[src/rtl/alu4.sv]
// Registered ALU: eight opcodes on two WIDTH-bit operands.
// The result and the carry, zero, negative and overflow flags are registered, giving a one-cycle latency.
module alu4 #(
    parameter int unsigned WIDTH = 4
) (
    input  logic             clk,
    input  logic             rst,
    input  logic [WIDTH-1:0] A,
    input  logic [WIDTH-1:0] B,
    input  logic [2:0]       op,
    output logic [WIDTH-1:0] result,
    output logic             carry,
    output logic             zero,
    output logic             negative,
    output logic             overflow
);

    localparam int unsigned MSB = WIDTH - 1;

    localparam logic [2:0] OP_ADD = 3'b000;
    localparam logic [2:0] OP_SUB = 3'b001;
    localparam logic [2:0] OP_AND = 3'b010;
    localparam logic [2:0] OP_OR  = 3'b011;
    localparam logic [2:0] OP_XOR = 3'b100;
    localparam logic [2:0] OP_NOT = 3'b101;
    localparam logic [2:0] OP_SHL = 3'b110;
    localparam logic [2:0] OP_SHR = 3'b111;

    logic [WIDTH-1:0] result_d, result_q;
    logic             carry_d, carry_q;
    logic             zero_d, zero_q;
    logic             negative_d, negative_q;
    logic             overflow_d, overflow_q;

    logic [WIDTH:0]   sum_w;
    logic [WIDTH:0]   diff_w;

    // Extended-width add/sub: bit WIDTH is the carry out, or the borrow for subtraction
    always_comb begin
        sum_w  = {1'b0, A} + {1'b0, B};
        diff_w = {1'b0, A} - {1'b0, B};
    end

    always_comb begin
        result_d   = '0;
        carry_d    = 1'b0;
        overflow_d = 1'b0;
        case (op)
            OP_ADD: begin
                result_d   = sum_w[MSB:0];
                carry_d    = sum_w[WIDTH];
                overflow_d = (A[MSB] == B[MSB]) && (sum_w[MSB] != A[MSB]);
            end
            OP_SUB: begin
                result_d   = diff_w[MSB:0];
                carry_d    = diff_w[WIDTH];
                overflow_d = (A[MSB] != B[MSB]) && (diff_w[MSB] != A[MSB]);
            end
            OP_AND: result_d = A & B;
            OP_OR:  result_d = A | B;
            OP_XOR: result_d = A ^ B;
            OP_NOT: result_d = ~A;
            OP_SHL: begin
                result_d = {A[MSB-1:0], 1'b0};
                carry_d  = A[MSB];
            end
            OP_SHR: begin
                result_d = {1'b0, A[MSB:1]};
                carry_d  = A[0];
            end
            default: result_d = '0;
        endcase
        zero_d     = (result_d == '0);
        negative_d = result_d[MSB];
    end

    // Reset state shows an all-zero result, so zero reads as 1
    always_ff @(posedge clk or posedge rst) begin
        if (rst) begin
            result_q   <= '0;
            carry_q    <= 1'b0;
            zero_q     <= 1'b1;
            negative_q <= 1'b0;
            overflow_q <= 1'b0;
        end else begin
            result_q   <= result_d;
            carry_q    <= carry_d;
            zero_q     <= zero_d;
            negative_q <= negative_d;
            overflow_q <= overflow_d;
        end
    end

    assign result   = result_q;
    assign carry    = carry_q;
    assign zero     = zero_q;
    assign negative = negative_q;
    assign overflow = overflow_q;

endmodule

[config.mk]
export PLATFORM = sky130hd
export DESIGN_NAME = alu4
export DESIGN_NICKNAME = d
export VERILOG_FILES = /design/src/rtl/alu4.sv
export SDC_FILE = /design/constraint.sdc
export NUM_CORES = 1
export LEC_CHECK = 0
export CAP_MARGIN = 10
export CELL_PAD_IN_SITES_DETAIL_PLACEMENT = 0
export CELL_PAD_IN_SITES_GLOBAL_PLACEMENT = 1
export CORE_MARGIN = 1.5
export CORE_UTILIZATION = 25
export CTS_BUF_LIST = sky130_fd_sc_hd__clkbuf_2
export DETAILED_ROUTE_END_ITERATION = 8
export DONT_BUFFER_PORTS = 1
export PLACE_DENSITY = 0.56
export SETUP_SLACK_MARGIN = 0.05
export SYNTH_ARGS = -nofsm -noshare
export SYNTH_HDL_FRONTEND = slang
export SYNTH_SLANG_ARGS = --single-unit
export TNS_END_PERCENT = 20
[constraint.sdc]
create_clock -name clk -period 0.8 [get_ports clk]
set_input_delay 0.08 -clock clk [delete_from_list [all_inputs] [get_ports clk]]
set_output_delay 0.08 -clock clk [all_outputs]
set_load 0.005 [all_outputs]
Yosys cells after proc, flatten, opt, wreduce, memory -nomap -nowiden
Cells that the tools add are included.
{"block": "word_totals", "ff_bits": 8, "in_bits": 13, "elab_cells": 29}
{"block": "classes", "addsub": 2, "n_eq_ne": 11, "muxes": 3, "n_bitwise": 4, "n_reduce_logical": 4}
{"op": "one-hot mux 4 bit (8 select lines)", "n": 1}
{"op": "== test 3 bit, second input constant", "n": 4}
{"op": "== test 3 x 2 -> 1 bit, second input constant", "n": 2}
{"op": "adder 4 x 4 -> 5 bit", "n": 1}
{"op": "subtractor 4 x 4 -> 5 bit", "n": 1}
{"op": "bitwise AND 4 bit", "n": 1}
{"op": "zero test 4 bit", "n": 1}
{"op": "NOT 4 bit", "n": 1}
{"op": "bitwise OR 4 bit", "n": 1}
{"op": "one-hot mux 1 bit (4 select lines)", "n": 1}
{"op": "bitwise XOR 4 bit", "n": 1}
{"op": "== test 3 x 1 -> 1 bit, second input constant", "n": 1}
{"op": "zero test 3 bit", "n": 1}
{"op": "inequality test 1 bit", "n": 3}
{"op": "logical AND 1 bit", "n": 2}
{"op": "one-hot mux 1 bit (2 select lines)", "n": 1}
{"op": "== test 1 bit", "n": 1}

Logic depth before layout (Yosys ltp)
Gate-level depths: netlist of the first run.
{"block": "depth", "word_depth": 4, "mapped_depth": 9, "depth_no_buf": 8}

Least setup slack after synthesis of the first run
No wires, ideal clock.
{"block": "synth_timing", "path_kind": "input to register", "startpoint": "in op[2]", "endpoint": "reg zero_q (netlist: zero)", "setup_ns": 0.090, "arrival_ns": 1.552, "required_time_ns": 0.710, "slack_ns": -0.842, "stages": 9, "path_cell_list": "buf_6 > buf_6 > inv_1 > ha_1 > or3_4 > nor2_2 > a31oi_1 > a221o_1 > nor4_2"}
{"block": "synth_via", "elab_chain_len": 3, "word_cells_on_any_way": 10, "cone_classes": "eq/ne: 7; mux: 1; reduce/logical: 2"}
{"element": "from (decl)", "line_no": "10", "text": "input logic [2:0] op,"}
{"element": "== test 3 bit, or another cell as far along", "line_no": "48", "text": "case (op)"}
{"element": "one-hot mux 4 bit (8 select lines) (*)", "line_no": "48"}
{"element": "via result_d[2]", "line_no": "29", "text": "logic [WIDTH-1:0] result_d, result_q;"}
{"element": "zero test 4 bit (*)", "line_no": "73", "text": "zero_d = (result_d == '0);"}
{"element": "via zero_d", "line_no": "31", "text": "logic zero_d, zero_q;"}
{"element": "to (signal assigned)", "line_no": "88", "text": "zero_q <= zero_d;"}
{"element": "to (decl)", "line_no": "31"}
The timed path passes the listed nets; every way through them passes the cells marked *.

Worst setup path after layout of the first run
{"block": "layout_timing", "startpoint": "in A[0]", "endpoint": "reg zero_q (netlist: zero)"}
{"block": "layout_via", "elab_chain_len": 3, "word_cells_on_any_way": 8, "cone_classes": "add/sub: 2; mux: 1; bitwise: 4; reduce/logical: 1"}
{"element": "from (decl)", "line_no": "8", "text": "input logic [WIDTH-1:0] A,"}
{"element": "subtractor 4 x 4 -> 5 bit or adder 4 x 4 -> 5 bit (tied branches)", "line_no": "41, 40"}
{"element": "one-hot mux 4 bit (8 select lines) (*)", "line_no": "48"}
{"element": "via result_d[1]", "line_no": "29"}
{"element": "zero test 4 bit (*)", "line_no": "73"}
{"element": "via zero_d", "line_no": "31"}
Marked as above.

==> results.yml, run 1 <==
timing:
  relSlewSlack_pct: 73.6
  worst_pin_slew_ps: 394
  fin_setup_tns_ps: -2550
  drv_slew: 0
  hold_viol_final: 0
  fmax_ghz: 0.768
  period_share_pct: 163
  finalCriticalPeriod_ps: 1300
  setup-violations-final: 8
  setup_ws_ps: -502
  rsz0062_at_grt: "yes"
floorplanning:
  chipHeight_um: 66.9
  die_w_um: 66.9
  start_util_pct: 25.7
  design.die.area_um2: 4470
  core-area_um2: 3970
  ios: 21
  fp-row-count: 23
routing:
  vias_per_cell: 4.54
  drc: 0
  num_vias: 836
  drtAntennaViolNets: 0
  dr.pass1.iters: 4
  wl_per_cell_um: 13.0
  routed_wl_um: 2400
  initialDrtViolationCount: 19
synthesis:
  synth_top_area_cell: "ha_1"
  ys_ff_latch: 7
  syn_avg_cell_area_um2: 8.64
  netlist_area_um2: 1020
  async_reset_ff_share_pct: 100
  synth_edf_count: 0
  synth_cells: 118
  synthDistinctLibCells: 46
  synth_area_leaders: "ha_1, dfrtp_1, inv_1"
  synth_flop_cell: "dfrtp_1"
  synth_commonest_cells: "ha_1, inv_1, nand2_1, dfrtp_1, o21ai_0"
  ys.warnings.count: 0
  synth_top_area_share_pct: 19.6
  yosysMostFrequentCell: "ha_1"
  synth_nets: 149
  ys_seq_area_share_pct: 17.3
worst_setup_path:
  cp_data_required_time_ps: 930
  worstSetupEndpointType: "flip-flop"
  critPathArrivalTime_ps: 1440
  path_cells: "inv_12, ha_4, fa_1, mux2i_1, nand2_1, a21oi_2, o31a_1, nor4_2"
  worstSetupStartpointType: "input port"
  path_buf_inv: 1
  critical_path.top_delay_family: "adder cells"
  max_stage_delay_ps: 500
  cp_slowest_cell: "fa_1"
  path_max_fanout: 4
  path_class: "input port to flip-flop"
final_layout:
  fin_util_pct: 32.5
  multi_input_area_um2: 803
  instances_no_fill: 184
  n_antenna_cell: 0
  nFillCells: 425
  area_growth_pct: 26.5
  fin_nets: 166
  ff_latch_area_um2: 176
  drive_above_1_share_pct: 32.1
placement:
  gp_congestion: 0.807
  port_buffers: 0
  place_inst: 176
  hpwl_um: 1920
power_and_ir_drop:
  vdd_drop_max_v: 0.000199
  p_total_mw: 1.29
  power.leakage_nw: 0.575
  power_density_nw_per_um2: 998
clock_tree:
  cts.sinks: 7
  cts_tree: "built"
  cts_max_level: 1
  clockRootBuffer: "clkbuf_2"
  cts_buffer_depth: 2
  numCtsBuffers: 3
  path_clk_slew_ps: 70
global_routing:
  antenna_found_initial: 0
  grt-ovfl-total: 0
  grt_pass1_wl_um: 4020
  grt_max_degree: 23
  grtUsageTotal_pct: 11.6
  grt_pass1_vias: 904
worst_hold_path:
  hold_path_class: "input port to flip-flop"
flow_run:
  maxCapViolCount: 0
outcome:
  status: "finished, violations left"
  violations: "negative setup slack"
==> layout by cell type, fill, tap and decap left out, types with 2 or more instances in the layout <==
cell           synthesis  layout
a21oi_2                1       3
a31oi_1                3       3
buf_4                  1      17
clkbuf_2               0       4
dfrtp_1                6       6
dlygate4sd3_1          0       2
ha_1                  16      13
ha_4                   0       2
inv_1                 13      11
mux2i_1                3       3
nand2_1                8       8
nand2b_1               4       4
nand3_1                3       3
nor2_1                 5       5
nor3_1                 2       2
o21a_1                 2       2
o21ai_0                6       4
o21ai_1                1       3
or3_1                  3       3
xnor2_1                4       4
==> final cells by class <==
type	instances	share of cell area, %
clock buffer	4	1.55
inverter	14	5.33
multi-input combinational	89	62.3
sequential	7	13.7
tap	50	4.85
timing repair buffer	20	12.3
==> cell families after synthesis <==
group | count (synthesis) | synth area share [%]
and+or+nand+nor | 35 | 20.2
muxes | 5 | 6.63
AOI/OAI and AO/OA | 26 | 17.7
DFF | 7 | 17.3
adders and majority gates | 18 | 23.6
xor gates and xnor gates | 5 | 4.29
buffers and inverters | 22 | 10.3
==> per-layer routing <==
layer,global-route usage (%),vias to the layer above,share of wire (%)
li1,-,433,-
met1,14.5,390,44
met2,21.0,13,53
met3,0.507,0,2.8
met4,3.83,0,0
met5,0,-,0
==> sequential cells by signal, summed over array words and instances, names as in the netlist <==
signal / flops
result: 3
overflow: 1
negative: 1
zero: 1
carry: 1
==> per-stage QoR <==
step	area, um2	hold slack [ps]	setup WS (ps)
finish	1290	27.2	-502
global route	1290	26.3	-555
CTS	1280	26.1	-486
detailed placement	1160	-90.4	-836
global placement	1160	-103	-827
floorplan	1030	-117	-751
==> path summary, 6_finish.rpt <==
check                      slack, ps   from  depth (start not counted)              end
setup / recovery                -500   A[0]                          8   zero$_DFF_PP1_
min in group asynchronous        210    rst                          2  carry$_DFF_PP0_
max in group asynchronous        320    rst                          2   zero$_DFF_PP1_
hold / removal                    30  op[1]                          2  carry$_DFF_PP0_
==> timing repair <==
item                                    4_1_cts  5_1_grt
buffers inserted                              2        0
hold buffers                                  2        0
gates resized for setup                      16        3
endpoints found under the setup margin        8       10
pin swaps                                    11        2
hold endpoints to repair                      8        0
==> where the power goes <==
part           switching (mW)  internal [mW]  leakage, nW
logic                   0.278          0.330        0.472
clock network           0.119          0.133       0.0166
registers              0.0246          0.404       0.0859
total                   0.421          0.867        0.575
No activity file was read; power rests on OpenSTA's default activity.
==> run 2, diff against run 1 <==
Settings changed: CORE_UTILIZATION 25 to 40, PLACE_DENSITY 0.56 to 0.78, SKIP_CTS_REPAIR_TIMING set to 1.
==> run 2 against run 1 <==
  * The flow still finishes with violations (negative setup slack)
  * Via count shrank 1.7%
  * Final area is 3.7% lower
  * Hold slack better by 7.4 ps
  * Die area fell by 36%
  * Power down 1.5%
  * Global-route usage rose by 4.9 points
  * Sequential cell count unchanged
  * Sequential power barely moved
  * Routed wire length decreased by 12%
  * Critical path depth did not move
  * Combinational power down 3%
  * Critical path type unchanged
==> results.yml, run 2 (synthesized netlist as in run 1, its figures left out) <==
outcome:
  status: "finished, violations left"
  violations: "negative setup slack"
timing:
  fmax_ghz: 0.778
  setup-violations-final: 8
  worst_pin_slew_ps: 421
  period_share_pct: 161
  hold_viol_final: 0
  finalCriticalPeriod_ps: 1290
  hold_ws_ps: 34.6
  setup_ws_ps: -485
  fin_setup_tns_ps: -2490
  relSlewSlack_pct: 71.8
  rsz0062_at_grt: "yes"
  drv_slew: 0
power_and_ir_drop:
  clock_power_share_pct: 19.7
  switchingPower_uw: 413
  vdd_drop_max_v: 0.000694
  power.leakage_nw: 0.561
  power_density_nw_per_um2: 1020
  seq_power_share_pct: 33.8
  p_int_uw: 855
  combPwrFrac_pct: 46.6
  swShare_pct: 32.6
global_routing:
  grtUsageTotal_pct: 16.5
  grt_max_degree: 23
  grt-ovfl-total: 0
  grt_pass1_vias: 799
  antenna_found_initial: 0
  grt_pass1_wl_um: 3510
worst_setup_path:
  path_class: "input port to flip-flop"
  critPathArrivalTime_ps: 1420
  worstSetupStartpointType: "input port"
  critical_path.endpoint: "zero$_DFF_PP1_"
  crit_start: "A[0]"
  cp_data_required_time_ps: 940
  worstSetupEndpointType: "flip-flop"
  path_max_fanout: 4
clock_tree:
  cts_buffer_depth: 2
  numCtsBuffers: 3
  cts_tree: "built"
  cts.sinks: 7
  clockRootBuffer: "clkbuf_2"
  cts_max_level: 1
  path_clk_slew_ps: 70
final_layout:
  area_growth_pct: 21.8
  stdcell_area_um2: 1240
  layout_commonest_cell: "buf_4"
  fin_util_pct: 50.6
  layout_common_cells: "buf_4, ha_1, inv_1"
  n_antenna_cell: 0
  largest_reg_flops: 3
  instances_no_fill: 162
  drive_above_1_share_pct: 30.3
  fin_nets: 164
  nFillCells: 241
placement:
  gp_congestion: 0.807
  hpwl_um: 1660
  place_inst: 154
  port_buffers: 0
  dpl-instance-area_um2: 1120
floorplanning:
  core-area_um2: 2450
  design.die.area_um2: 2860
  fp-row-count: 18
  ios: 21
  chipHeight_um: 53.5
  die_w_um: 53.5
  start_util_pct: 41.5
routing:
  drc: 0
  drtAntennaViolNets: 0
  dr.pass1.iters: 4
  initialDrtViolationCount: 16
  wl_per_cell_um: 13.0
  num_vias: 822
  vias_per_cell: 5.07
  routed_wl_um: 2100
worst_hold_path:
  hold_path_class: "input port to flip-flop"
  min_path_cells: 2
flow_run:
  maxCapViolCount: 0
[run 2: cell count changes in the layout (fill, tap and decap cells not counted), sizes merged]
cell | before | now
inv | 13 | 12
clkinvlp | 1 | 2
buf | 18 | 16
[run 2: per-stage QoR]
| stage | worst slack (ps) | total power [mW] |
|---|---|---|
| 2_1_floorplan | -751 | 0.840 |
| 3_3_place_gp | -824 | 0.936 |
| 3_5_place_dp | -818 | 0.943 |
| 4_1_cts | -587 | 1.20 |
| 5_1_grt | -569 | 1.38 |
| 6_report | -485 | 1.27 |
[run 2: cell type report]
type                            instances  area [um2]  share of cell area (%)
Multi-Input combinational cell         89         805                    64.8
Sequential cell                         7         176                    14.2
Timing Repair Buffer                   18         144                    11.6
Inverter                               14        60.1                    4.83
Tap cell                               30        37.5                    3.02
Clock buffer                            4        20.0                    1.61
[run 2: power by group through the flow]
stage / combinational, mW / sequential, mW / clock [mW]
after global placement: 0.501 / 0.435 / 0
after CTS: 0.509 / 0.429 / 0.261
final: 0.591 / 0.428 / 0.249
after detailed placement: 0.506 / 0.436 / 0
after floorplan: 0.410 / 0.430 / 0
after global routing: 0.655 / 0.438 / 0.290
[run 2: layer usage]
layer / part of all wire, % / up-vias / GRT usage [%] / routed length [um]
met3: 3.1 / 0 / 1.69 / 66
met1: 46 / 377 / 22.0 / 961
met2: 51 / 14 / 26.5 / 1080
met5: 0 / - / 0 / 0
li1: - / 431 / - / -
met4: 0 / 0 / 6.84 / 0
[run 2: how the worst min path moves through the flow]
stage	startpoint	endpoint	slack, ps
6_report	op[0]	overflow$_DFF_PP0_	30
5_1_grt	op[0]	overflow$_DFF_PP0_	10
4_1_cts	rst	result[2]$_DFF_PP0_	-340
3_5_place_dp	rst	overflow$_DFF_PP0_	-90
3_3_place_gp	rst	overflow$_DFF_PP0_	-100
2_1_floorplan	rst	carry$_DFF_PP0_	-120
[run 2: critical path, stage by stage]
cell     delay, ps
inv_2           30
ha_4           170
fa_1           480
mux2i_1         70
nand2_1         60
a21oi_1         50
o31a_1         280
nor4_2         210
